==> src/rtl/serial_mag_comp_ctrl_pkg.sv <==
// serial_mag_comp_ctrl_pkg
//   Shared definitions for the serial magnitude comparator.
//   - CMP_GT / CMP_EQ / CMP_LT : one-hot {gt,eq,lt} chain codes
//   - state_t                  : controller state encoding (IDLE/RUN/DONE)
package serial_mag_comp_ctrl_pkg;

  localparam logic [2:0] CMP_GT = 3'b100;
  localparam logic [2:0] CMP_EQ = 3'b010;
  localparam logic [2:0] CMP_LT = 3'b001;

  typedef enum logic [1:0] {
    ST_IDLE = 2'b00,
    ST_RUN  = 2'b01,
    ST_DONE = 2'b10
  } state_t;

endpackage

==> src/rtl/mag_comp_slice.sv <==
// mag_comp_slice
//   One WIDTH-bit link of an MSB-first magnitude comparator chain.
//   Ports:
//     a, b : slice operands (unsigned)
//     in   : {gt,eq,lt} decision from the more significant slices
//     out  : {gt,eq,lt} decision including this slice
//   A decided chain (in != EQ) passes straight through; only an undecided
//   chain looks at this slice's operands.
module mag_comp_slice
  import serial_mag_comp_ctrl_pkg::*;
#(
  parameter int WIDTH = 4
) (
  input  logic [WIDTH-1:0] a,
  input  logic [WIDTH-1:0] b,
  input  logic [2:0]       in,
  output logic [2:0]       out
);

  always_comb begin
    out = in;
    if (in == CMP_EQ) begin
      if (a > b)      out = CMP_GT;
      else if (a < b) out = CMP_LT;
      else            out = CMP_EQ;
    end
  end

endmodule

==> src/rtl/serial_mag_comp_ctrl.sv <==
// serial_mag_comp_ctrl
//   Compares two OPW = WIDTH*SLICES bit unsigned operands by walking them
//   MSB-slice first through a single mag_comp_slice, one slice per clock,
//   carrying the {gt,eq,lt} chain in a register between cycles.
//
//   Ports:
//     clk       : rising-edge clock
//     rst_n     : synchronous active-low reset
//     start     : request; accepted only in IDLE or DONE
//     a, b      : operands, captured on an accepted start
//     busy      : high during the RUN cycles
//     done      : one-cycle pulse, result/slice_cnt valid
//     result    : {gt,eq,lt}, held until the next completed compare
//     slice_cnt : slices evaluated for the last compare
//
//   Build option:
//     SERIAL_CMP_EARLY_EXIT_EN - when defined, RUN stops at the first slice
//     that decides the compare; otherwise every slice is always walked and
//     the latency is fixed. The result is the same either way.
//
//   All outputs are registered. Every flop <x>_q is loaded from <x>_d, which
//   the single combinational block below computes.
module serial_mag_comp_ctrl
  import serial_mag_comp_ctrl_pkg::*;
#(
  parameter  int WIDTH  = 4,
  parameter  int SLICES = 4,
  localparam int OPW    = WIDTH * SLICES,
  localparam int CW     = $clog2(SLICES + 1)
) (
  input  logic           clk,
  input  logic           rst_n,
  input  logic           start,
  input  logic [OPW-1:0] a,
  input  logic [OPW-1:0] b,
  output logic           busy,
  output logic           done,
  output logic [2:0]     result,
  output logic [CW-1:0]  slice_cnt
);

  // idx must be at least one bit wide even for SLICES == 1
  localparam int              IDXW = (SLICES > 1) ? $clog2(SLICES) : 1;
  localparam logic [IDXW-1:0] LAST = IDXW'(SLICES - 1);

  state_t          state_q,     state_d;
  logic [OPW-1:0]  a_q,         a_d;
  logic [OPW-1:0]  b_q,         b_d;
  logic [2:0]      chain_q,     chain_d;
  logic [IDXW-1:0] idx_q,       idx_d;
  logic [CW-1:0]   cnt_q,       cnt_d;
  logic            busy_q,      busy_d;
  logic            done_q,      done_d;
  logic [2:0]      result_q,    result_d;
  logic [CW-1:0]   slice_cnt_q, slice_cnt_d;

  logic [WIDTH-1:0] a_sl, b_sl;
  logic [2:0]       slice_out;
  logic             finish;

  // Slice currently under evaluation, MSB slice first
  assign a_sl = a_q[idx_q*WIDTH +: WIDTH];
  assign b_sl = b_q[idx_q*WIDTH +: WIDTH];

  mag_comp_slice #(
    .WIDTH (WIDTH)
  ) u_slice (
    .a   (a_sl),
    .b   (b_sl),
    .in  (chain_q),
    .out (slice_out)
  );

  // Last RUN cycle: the LSB slice, or (with early exit) any decided slice
  always_comb begin
`ifdef SERIAL_CMP_EARLY_EXIT_EN
    finish = (idx_q == '0) || (slice_out != CMP_EQ);
`else
    finish = (idx_q == '0);
`endif
  end

  always_comb begin
    state_d     = state_q;
    a_d         = a_q;
    b_d         = b_q;
    chain_d     = chain_q;
    idx_d       = idx_q;
    cnt_d       = cnt_q;
    busy_d      = 1'b0;
    done_d      = 1'b0;
    result_d    = result_q;
    slice_cnt_d = slice_cnt_q;

    unique case (state_q)
      // DONE accepts a new start exactly like IDLE, giving back-to-back
      // compares with a single bubble cycle.
      ST_IDLE, ST_DONE: begin
        if (start) begin
          state_d = ST_RUN;
          busy_d  = 1'b1;
          a_d     = a;
          b_d     = b;
          chain_d = CMP_EQ;
          idx_d   = LAST;
          cnt_d   = '0;
        end else begin
          state_d = ST_IDLE;
        end
      end

      // start is ignored here; the operands are already captured
      ST_RUN: begin
        chain_d = slice_out;
        cnt_d   = cnt_q + 1'b1;
        idx_d   = idx_q - 1'b1;
        if (finish) begin
          state_d     = ST_DONE;
          done_d      = 1'b1;
          result_d    = slice_out;
          slice_cnt_d = cnt_q + 1'b1;
        end else begin
          busy_d = 1'b1;
        end
      end

      default: state_d = ST_IDLE;
    endcase
  end

  always_ff @(posedge clk) begin
    if (!rst_n) begin
      state_q     <= ST_IDLE;
      a_q         <= '0;
      b_q         <= '0;
      chain_q     <= CMP_EQ;
      idx_q       <= LAST;
      cnt_q       <= '0;
      busy_q      <= 1'b0;
      done_q      <= 1'b0;
      result_q    <= CMP_EQ;
      slice_cnt_q <= '0;
    end else begin
      state_q     <= state_d;
      a_q         <= a_d;
      b_q         <= b_d;
      chain_q     <= chain_d;
      idx_q       <= idx_d;
      cnt_q       <= cnt_d;
      busy_q      <= busy_d;
      done_q      <= done_d;
      result_q    <= result_d;
      slice_cnt_q <= slice_cnt_d;
    end
  end

  assign busy      = busy_q;
  assign done      = done_q;
  assign result    = result_q;
  assign slice_cnt = slice_cnt_q;

endmodule
==> config.mk <==
export PLATFORM = sky130hd
export DESIGN_NAME = serial_mag_comp_ctrl
export DESIGN_NICKNAME = d
export VERILOG_FILES = /design/src/rtl/serial_mag_comp_ctrl_pkg.sv /design/src/rtl/mag_comp_slice.sv /design/src/rtl/serial_mag_comp_ctrl.sv
export SDC_FILE = /design/constraint.sdc
export NUM_CORES = 1
export LEC_CHECK = 0
export ABC_AREA = 1
export CAP_MARGIN = 20
export CORE_MARGIN = 8
export CORE_UTILIZATION = 45
export CTS_CLUSTER_DIAMETER = 50
export CTS_CLUSTER_SIZE = 25
export DETAILED_ROUTE_END_ITERATION = 8
export PLACE_DENSITY = 0.71
export SETUP_SLACK_MARGIN = 0.2
export SLEW_MARGIN = 5
export SYNTH_ARGS = -nofsm -noshare
export SYNTH_HDL_FRONTEND = slang
export SYNTH_HIERARCHICAL = 1
export SYNTH_SLANG_ARGS = --single-unit
==> constraint.sdc <==
create_clock -name clk -period 5.9 [get_ports clk]
set_clock_uncertainty 0.2 [all_clocks]
set_input_delay 0.59 -clock clk [delete_from_list [all_inputs] [get_ports clk]]
set_output_delay 0.59 -clock clk [all_outputs]
set_load 0.01 [all_outputs]
Word-level counts from Yosys, hierarchy flattened --
Cells that the tools add are included.
Storage, ports and cells: register bits 50, bits in latches 0, RAM bits 0, bits in read-only memories 0, bits of input ports 35, logic and storage cells 45, memories kept 0
Operators by class: $add $sub $neg 2, $mul 0, div/mod/pow operators 0, $lt $le $gt $ge 2, eq/ne operators 5, shifts and indexed selects 2, mux-type cells 16, bitwise operators 0, reductions and logical operators 8
Operators with widths (number):
- $shiftx 16x5->4 | 2
- $mux 3 | 4
- $pmux 3 s2 | 2
- $pmux 2 s2 | 2
- $reduce_and 2->1 | 4
- $mux 2 | 3
- $gt 4x4->1 | 1
- $logic_not 2->1 | 2
- $lt 4x4->1 | 1
- $mux 1 | 4
- $ne 2x2->1 const B | 2
- $add 3x1->3 const B | 1
- $eq 3x2->1 const B | 1
- $eq 2x1->1 const B | 1
- $eq 2x2->1 const B | 1
- $pmux 1 s2 | 1
- $reduce_bool 2->1 | 1
- $reduce_or 2->1 | 1
- $sub 2x1->2 const B | 1

Longest topological paths before layout --
Gate-level depths: netlist of run 1.
depth after elaboration 6, gate-level depth with buffers 17

Cells and area by module --
The synthesis of run 1 kept the hierarchy.
Modules (own cells, without submodules):
- serial_mag_comp_ctrl | times used 1, cells an instance 279, area an instance 2084.5 µm²
- mag_comp_slice | times used 1, cells an instance 32, area an instance 171.4 µm²

Worst setup path after synthesis of run 1 --
No wires, ideal clock.
kind reg-to-reg, start point register idx_q[0], end point register chain_q[1], setup time 0.125 ns, arrival time 1.747 ns, required time 5.575 ns, path slack 3.828 ns, stages on the path, launching flop included 14, path buffers 1, cells stage by stage dfxtp_1 -> inv_2 -> buf_6 -> a21oi_1 -> o21ai_1 -> nand2_1 -> inv_1 -> ha_1 -> a21oi_1 -> nand2_1 -> nand2_1 -> nand2_1 -> o21ai_0 -> nand3_1
Between the ends: word-level cells in the longest chain between the ends 6, elaborated cells between the ends (all ways) 8
Ends and longest elaborated chain:
- start: declaration | line serial_mag_comp_ctrl.sv:50 | logic [IDXW-1:0] idx_q, idx_d;
- start signal: assignment | line serial_mag_comp_ctrl.sv:148 | idx_q <= idx_d;
- $shiftx 16x5->4 * | line serial_mag_comp_ctrl.sv:63 | assign b_sl = b_q[idx_q*WIDTH +: WIDTH];
- named net b_sl[3] | line serial_mag_comp_ctrl.sv:57 | logic [WIDTH-1:0] a_sl, b_sl;
- $lt 4x4->1 | line mag_comp_slice.sv:24 | else if (a < b) out = CMP_LT;
- $mux 2 | line mag_comp_slice.sv:24
- $mux 3 * | line mag_comp_slice.sv:23 | if (a > b) out = CMP_GT;
- $mux 3 * | line mag_comp_slice.sv:22 | if (in == CMP_EQ) begin
- named net slice_out[1] | line serial_mag_comp_ctrl.sv:58 | logic [2:0] slice_out;
- $pmux 3 s2 * | line serial_mag_comp_ctrl.sv:95 | unique case (state_q)
- end signal: assignment | line serial_mag_comp_ctrl.sv:147 | chain_q <= chain_d;
- end: declaration | line serial_mag_comp_ctrl.sv:49 | logic [2:0] chain_q, chain_d;
Mark *: on every way through the listed nets, which the timed path passes. The rest lies on a longest branch. A chain may end at the register's enable or synchronous reset.

Worst setup path in the final report of run 1 --
Ends and elaborated chain as after synthesis.

==> impl_metrics.csv, run 1 <==
group,metric,value,unit
layout,layout.nets,388,
cts,cts_made_buffers,5,
place,placed_area,2670,sq um
timing,setup_total_negative_slack,0,ps
synthesis,synthesis.nets,352,
cts,cts_root_buf,"clkbuf_8",
synthesis,synth_xor_area_frac,0,
synthesis,synthDistinctLibCells,27,
die,boundaryPins,43,
cts,clock_sinks,50,
die,fp.dieH,86.8,um
synthesis,yosys-mux-area-fraction,0,
timing,hold_vio_cnt_final,0,
cts,cts_repair_resize_count,0,
timing,final_worst_path_period_need,2390,ps
synthesis,synth_common_cells,"nor2_1, dfxtp_1, nand2_1",
detailed_routing,dr_total_vias,1964,
layout,postLayoutCellArea,2750,sq um
synthesis,yosys_warnings,6,
global_routing,gr-total-overflow,0,
setup_path,cp_data_arrival_time,2370,ps
timing,setup_violations,0,
cts,clock_tree_from_tritoncts,"built",
synthesis,post_synth.cell_area_avg,7.25,sq um
synthesis,simple_gate_portion_of_the_synthesized_area,0.261,
global_routing,grt_first_pass_wirelength,8220,um
timing,grt_setup_unrepaired,"no",
power,ir_worst_vdd,0.129,mV
timing,worstMarginPinSlew,419,ps
synthesis,synth_top_family_by_area,"simple AND/OR/NAND/NOR gates",
setup_path,worstSetupStartpoint,"idx_q[0]",
setup_path,crit_type,"reg -> reg",
timing,max_freq,419,MHz
die,chipWidth,86.8,um
detailed_routing,postRouteWirelength,4650,um
detailed_routing,drcViolationCount,0,
synthesis,synth_flop_cell,"dfxtp_1",
timing,layout_worst_path_cycle_share,0.405,
power,cellLeakagePower,1.17,nW
layout,fillerInstances,484,
flow_run,drv.max_cap_violation_count,0,
status,result_of_the_run,"finished clean",
die,floorplan.initialDensity,0.471,
global_routing,grt_max_degree,51,
cts,clk-insertion-delay-late,300,ps
detailed_routing,drt.antenna.violating_nets,0,
layout,layout-drive-gt1-share,0.0636,
worst_hold_path,timing.hold.worst.class,"reg -> reg",
synthesis,yosys.cell_count.top_type,"nor2_1",
die,coreArea,4790,sq um
timing,slew_headroom,0.721,
cts,number_of_setup_buffers_added_after_cts,0,
detailed_routing,wire_per_inst,11.3,um
synthesis,seq_area_frac_synth,0.444,
place,finalWeightedCongestion,0.900,
cts,clk_pin_slew,80,ps
setup_path,crit_path_cell_trace,"inv_2, a21oi_1, o21ai_1, nand2_1, inv_1, ha_1, a21oi_1, nand2_1, nand2_1, nand2_1, o21ai_0, nand3_1",
cts,cts_max_level,2,
place,port_buffers,42,
setup_path,path_common_cell,"nand2_1",
synthesis,synth-compound-area-share,0.171,
setup_path,critPathBufInv,2,
synthesis,async_reset_ff_frac,0,
synthesis,yosys.area.top_type_share,0.444,
synthesis,synth.ff_latch_count,50,
die,design.die.area,7540,sq um
synthesis,syn-cell-area,2260,sq um
synthesis,post_synth_inst_count,311,
layout,layout-area-overhead-vs-synth,22.0,%
place,post-dp-hpwl,3430,um
detailed_routing,drt_pass1_iterations,4,
detailed_routing,detail_route.vias_per_cell,4.76,
timing,final.setup.worst_slack,3510,ps
cts,clock_path_buffers,2,
timing,maxSlewViolCount,0,
setup_path,worst-path-max-fanout,27,
synthesis,synth_adder_area_share,0.0333,
setup_path,slowest_stage,"dfxtp_1",
place,preCtsSetupSlack,3510,ps
setup_path,timing.critical_path.slowest_cell_delay,470,ps
synthesis,yosys.area.top_type,"dfxtp_1",
global_routing,first_global_vias,1867,
power,cellPowerDensity,262,nW/um^2
setup_path,crit_required,5880,ps
global_routing,grtUsageTotal,0.134,
synthesis,netlist_top_cells_area,"dfxtp_1, nor2_1, o21ai_0, nand2_1, a21oi_1",
die,placementRows,25,
synthesis,synth_enable_flop_cells,0,
detailed_routing,initialDrtViolationCount,123,
setup_path,critical_path.reg2reg.startpoint,"idx_q[0]",
cts,post_cts_hold_fix_bufs,0,
setup_path,worstSetupEndpointType,"register",
layout,antenna_cells_inserted,0,
global_routing,grt_antenna_before_repair,0,
setup_path,timing.critical_path.max_delay_family,"compound AO/OA/AOI/OAI gates",
setup_path,worst_setup_path_start_kind,"register",
worst_hold_path,startpoint_of_the_most_critical_hold_path,"result[1]",
-- state kept, by name, indices dropped and copies added (netlist names) --
register and flops:
a_q 16, b_q 16, chain_q 3, cnt_q 3, result 3, slice_cnt 3, idx_q 2, state_q 2
busy 1, done 1
-- power breakdown --
part,switching (mW),internal [mW],leakage (nW)
Sequential,0.0141,0.361,0.412
Combinational,0.0868,0.0664,0.717
Clock,0.103,0.0905,0.0431
-- worst register-to-register path, stage by stage, from the launching register on --
cell	delay (ps)
dfxtp_1	470
inv_2	240
a21oi_1	220
o21ai_1	90
nand2_1	70
inv_1	40
ha_1	300
a21oi_1	200
nand2_1	100
nand2_1	60
nand2_1	60
o21ai_0	150
nand3_1	80
-- cells by family after synthesis --
family	Yosys count
simple gates	136
compound gates	76
fa+ha+maj	6
buf+inv	43
flops	50
-- layer usage --
metal  part of all wire  GRT usage
met2               0.45      0.219
met5                  0          0
met3              0.050     0.0416
met4              0.011     0.0376
met1               0.49      0.166
-- cell type report --
cell class / count / area [sq um] / share of cell area
Multi-Input combinational cell: 218 / 1050 / 0.381
Clock buffer: 6 / 82.6 / 0.0300
Timing Repair Buffer: 43 / 428 / 0.155
Sequential cell: 50 / 1000 / 0.364
Inverter: 29 / 109 / 0.0395
Tap cell: 67 / 83.8 / 0.0305
-- path summary, 6_finish.rpt --
path                              endpoint  cells after the start  slack, ps
worst max-delay path            chain_q[1]                     12       3510
worst min-delay path             result[1]                      2        260
worst max register to register  chain_q[1]                     12       3510
worst min register to register   result[1]                      2        260
-- per-stage QoR --
step                      hold slack (ps)   util  std cells  total power [mW]
final                                 263  0.575        413             0.723
after global routing                  293  0.575        413             0.767
after CTS                             268  0.575        413             0.730
after detailed placement              246  0.558        407             0.537
after global placement                245  0.558        407             0.533
after floorplan                       229      -        311             0.493
-- cell usage in the layout, fill, tap and decap left out, types with 9 or more instances in the layout --
master            n
o21ai_1           9
nand3_1          11
nand2_1          43
a21oi_1          23
dfxtp_1          50
o21ai_0          42
clkdlybuf4s50_1  42
nor2_1           70
inv_1            22
Power figures use the tool's default switching activity.
==> run 2, diff against run 1 <==
- PLACE_DENSITY: 0.71 -> 0.73
- clock period: 5.9 -> 2.05 ns (I/O delays scaled with it)
==> run 2 against run 1 <==
Net effect:
- combinational power grew to 3.8 times the previous value
- clock power grew to 3.0 times the previous value
- total power grew to 3.1 times the previous value
- utilization grew 4.9 points
- non-clock buffer count grew 6
- via count grew 4.9%
- setup slack lost 3500 ps
- die area is the same
- global-route usage grew 1.6 points
- cell count grew 2.4%
- largest cell class unchanged
==> impl_metrics.csv, run 2 (same netlist as run 1, synthesis figures left out) <==
group,metric,value,unit
cts,clock_path_buffers,2,
die,boundaryPins,43,
detailed_routing,drt.antenna.violating_nets,0,
place,placed_cells,412,
power,post_layout_power,2.25,mW
detailed_routing,initialDrtViolationCount,111,
timing,setup_violations,0,
power,p_comb_frac,0.260,
place,port_buffers,42,
global_routing,grt_max_degree,43,
timing,final_worst_path_period_need,2000,ps
timing,layout_worst_path_cycle_share,0.974,
cts,cts_max_level,2,
global_routing,grt_first_pass_wirelength,9160,um
global_routing,grt_antenna_before_repair,0,
setup_path,worstRegToRegCells,13,
cts,clk-insertion-delay-late,300,ps
cts,clock_sinks,50,
detailed_routing,postRouteWirelength,5210,um
timing,max_freq,501,MHz
power,ir_worst_vdd,0.463,mV
timing,hold_vio_cnt_final,0,
detailed_routing,drt_pass1_iterations,4,
setup_path,worstSetupEndpointType,"register",
die,placementRows,25,
layout,final_std_cells_w_o_fill,423,
layout,fillerInstances,427,
die,floorplan.initialDensity,0.471,
layout,layout.cells.most_common,"nor2_1",
detailed_routing,dr_total_vias,2061,
timing,final.setup.worst_slack,53.1,ps
power,cellPowerDensity,754,nW/um^2
worst_hold_path,timing.hold.worst.class,"reg -> reg",
detailed_routing,drcViolationCount,0,
cts,clock_tree_from_tritoncts,"built",
layout,final_util,0.625,
layout,reg.largest.list,"a_q x16, b_q x16",
global_routing,first_global_vias,2041,
worst_hold_path,hold_path_depth,2,
layout,antenna_cells_inserted,0,
place,finalWeightedCongestion,0.877,
power,power_switching,0.676,mW
layout,layout.cells.most_common_list,"nor2_1, dfxtp_1, clkdlybuf4s50_1",
die,design.die.area,7540,sq um
status,result_of_the_run,"finished clean",
setup_path,worst_setup_path_start_kind,"register",
timing,maxSlewViolCount,0,
die,coreArea,4790,sq um
timing,finalHoldWorstSlack,257,ps
layout,layout.nets,396,
power,cellInternalPower,1.58,mW
setup_path,cp_data_arrival_time,1970,ps
cts,clk_pin_slew,90,ps
power,seqPwrFrac,0.482,
setup_path,crit_required,2020,ps
global_routing,grtUsageTotal,0.150,
flow_run,drv.max_cap_violation_count,0,
setup_path,worst-path-max-fanout,6,
cts,cts_made_buffers,5,
cts,post_cts_hold_fix_bufs,0,
timing,worstMarginPinSlew,400,ps
cts,cts_root_buf,"clkbuf_8",
timing,grt_setup_unrepaired,"yes",
place,post-dp-hpwl,3610,um
layout,layout-area-overhead-vs-synth,32.5,%
die,fp.dieH,86.8,um
die,chipWidth,86.8,um
setup_path,crit_type,"reg -> reg",
power,clock_power_share,0.258,
place,preCtsSetupSlack,-33.4,ps
power,switching_share_of_power,0.300,
detailed_routing,wire_per_inst,12.3,um
layout,layout-drive-gt1-share,0.185,
power,cellLeakagePower,1.24,nW
global_routing,gr-total-overflow,0,
timing,slew_headroom,0.733,
detailed_routing,detail_route.vias_per_cell,4.87,
==> run 2: cell types whose count changed in the layout (fill, tap and decap cells not counted), sizes merged <==
cell    previous run  this run
clkinv             1         2
inv               28        30
buf                1         7
clkbuf             6         7
==> run 2: cell type report <==
type	count	area, sq um	share of cell area
Multi-Input combinational cell	218	1190	0.398
Sequential cell	50	1010	0.337
Timing Repair Buffer	49	480	0.161
Inverter	29	116	0.0389
Clock buffer	7	86.3	0.0289
Tap cell	67	83.8	0.0280
Timing Repair inverter	2	20.0	0.00670
Clock inverter	1	5.00	0.00167
==> run 2: repair_timing <==
item | 4_1_cts | 5_1_grt
setup buffers | 1 | 0
cloned | 2 | 0
endpoints found under the setup margin | 6 | 6
resized for setup | 23 | 22
pin swaps | 16 | 8
==> run 2: layer usage <==
layer,vias up,global-route usage,part of all wire
met1,922,0.182,0.45
met5,-,0,0
met2,42,0.257,0.49
met3,7,0.0340,0.052
li1,1090,-,-
met4,0,0.0423,0.010
==> run 2: path summary, 6_finish.rpt <==
path | end | from | slack (ps)
hold / removal | a_q[9] | a_q[9] | 260
hold reg to reg | a_q[9] | a_q[9] | 260
setup reg to reg | chain_q[1] | idx_q[0] | 50
setup / recovery | chain_q[1] | idx_q[0] | 50
==> run 2: critical path, stage by stage (launching register included) <==
cell and delay (ps):
dfxtp_4 460, inv_6 70, buf_6 120, o21ai_2 120
nand2_2 80, ha_4 260, nand2_2 70, inv_1 40
nand2_2 70, nand2_2 60, nand2_2 60, nand2_2 60
o21ai_2 110, nand3_1 90
==> run 2: power groups by stage <==
stage | registers (mW) | clock network (mW) | logic, mW
floorplan | 1.09 | 0 | 0.352
global placement | 1.10 | 0 | 0.473
detailed placement | 1.10 | 0 | 0.484
CTS | 1.08 | 0.591 | 0.528
global route | 1.09 | 0.630 | 0.662
finish | 1.09 | 0.581 | 0.586
==> run 2: through the flow <==
| step | TNS (ps) | area, sq um |
|---|---|---|
| floorplan | 0 | 2290 |
| global placement | 0 | 2750 |
| detailed placement | -33.4 | 2750 |
| CTS | 0 | 2930 |
| global route | -122 | 2990 |
| finish | 0 | 2990 |
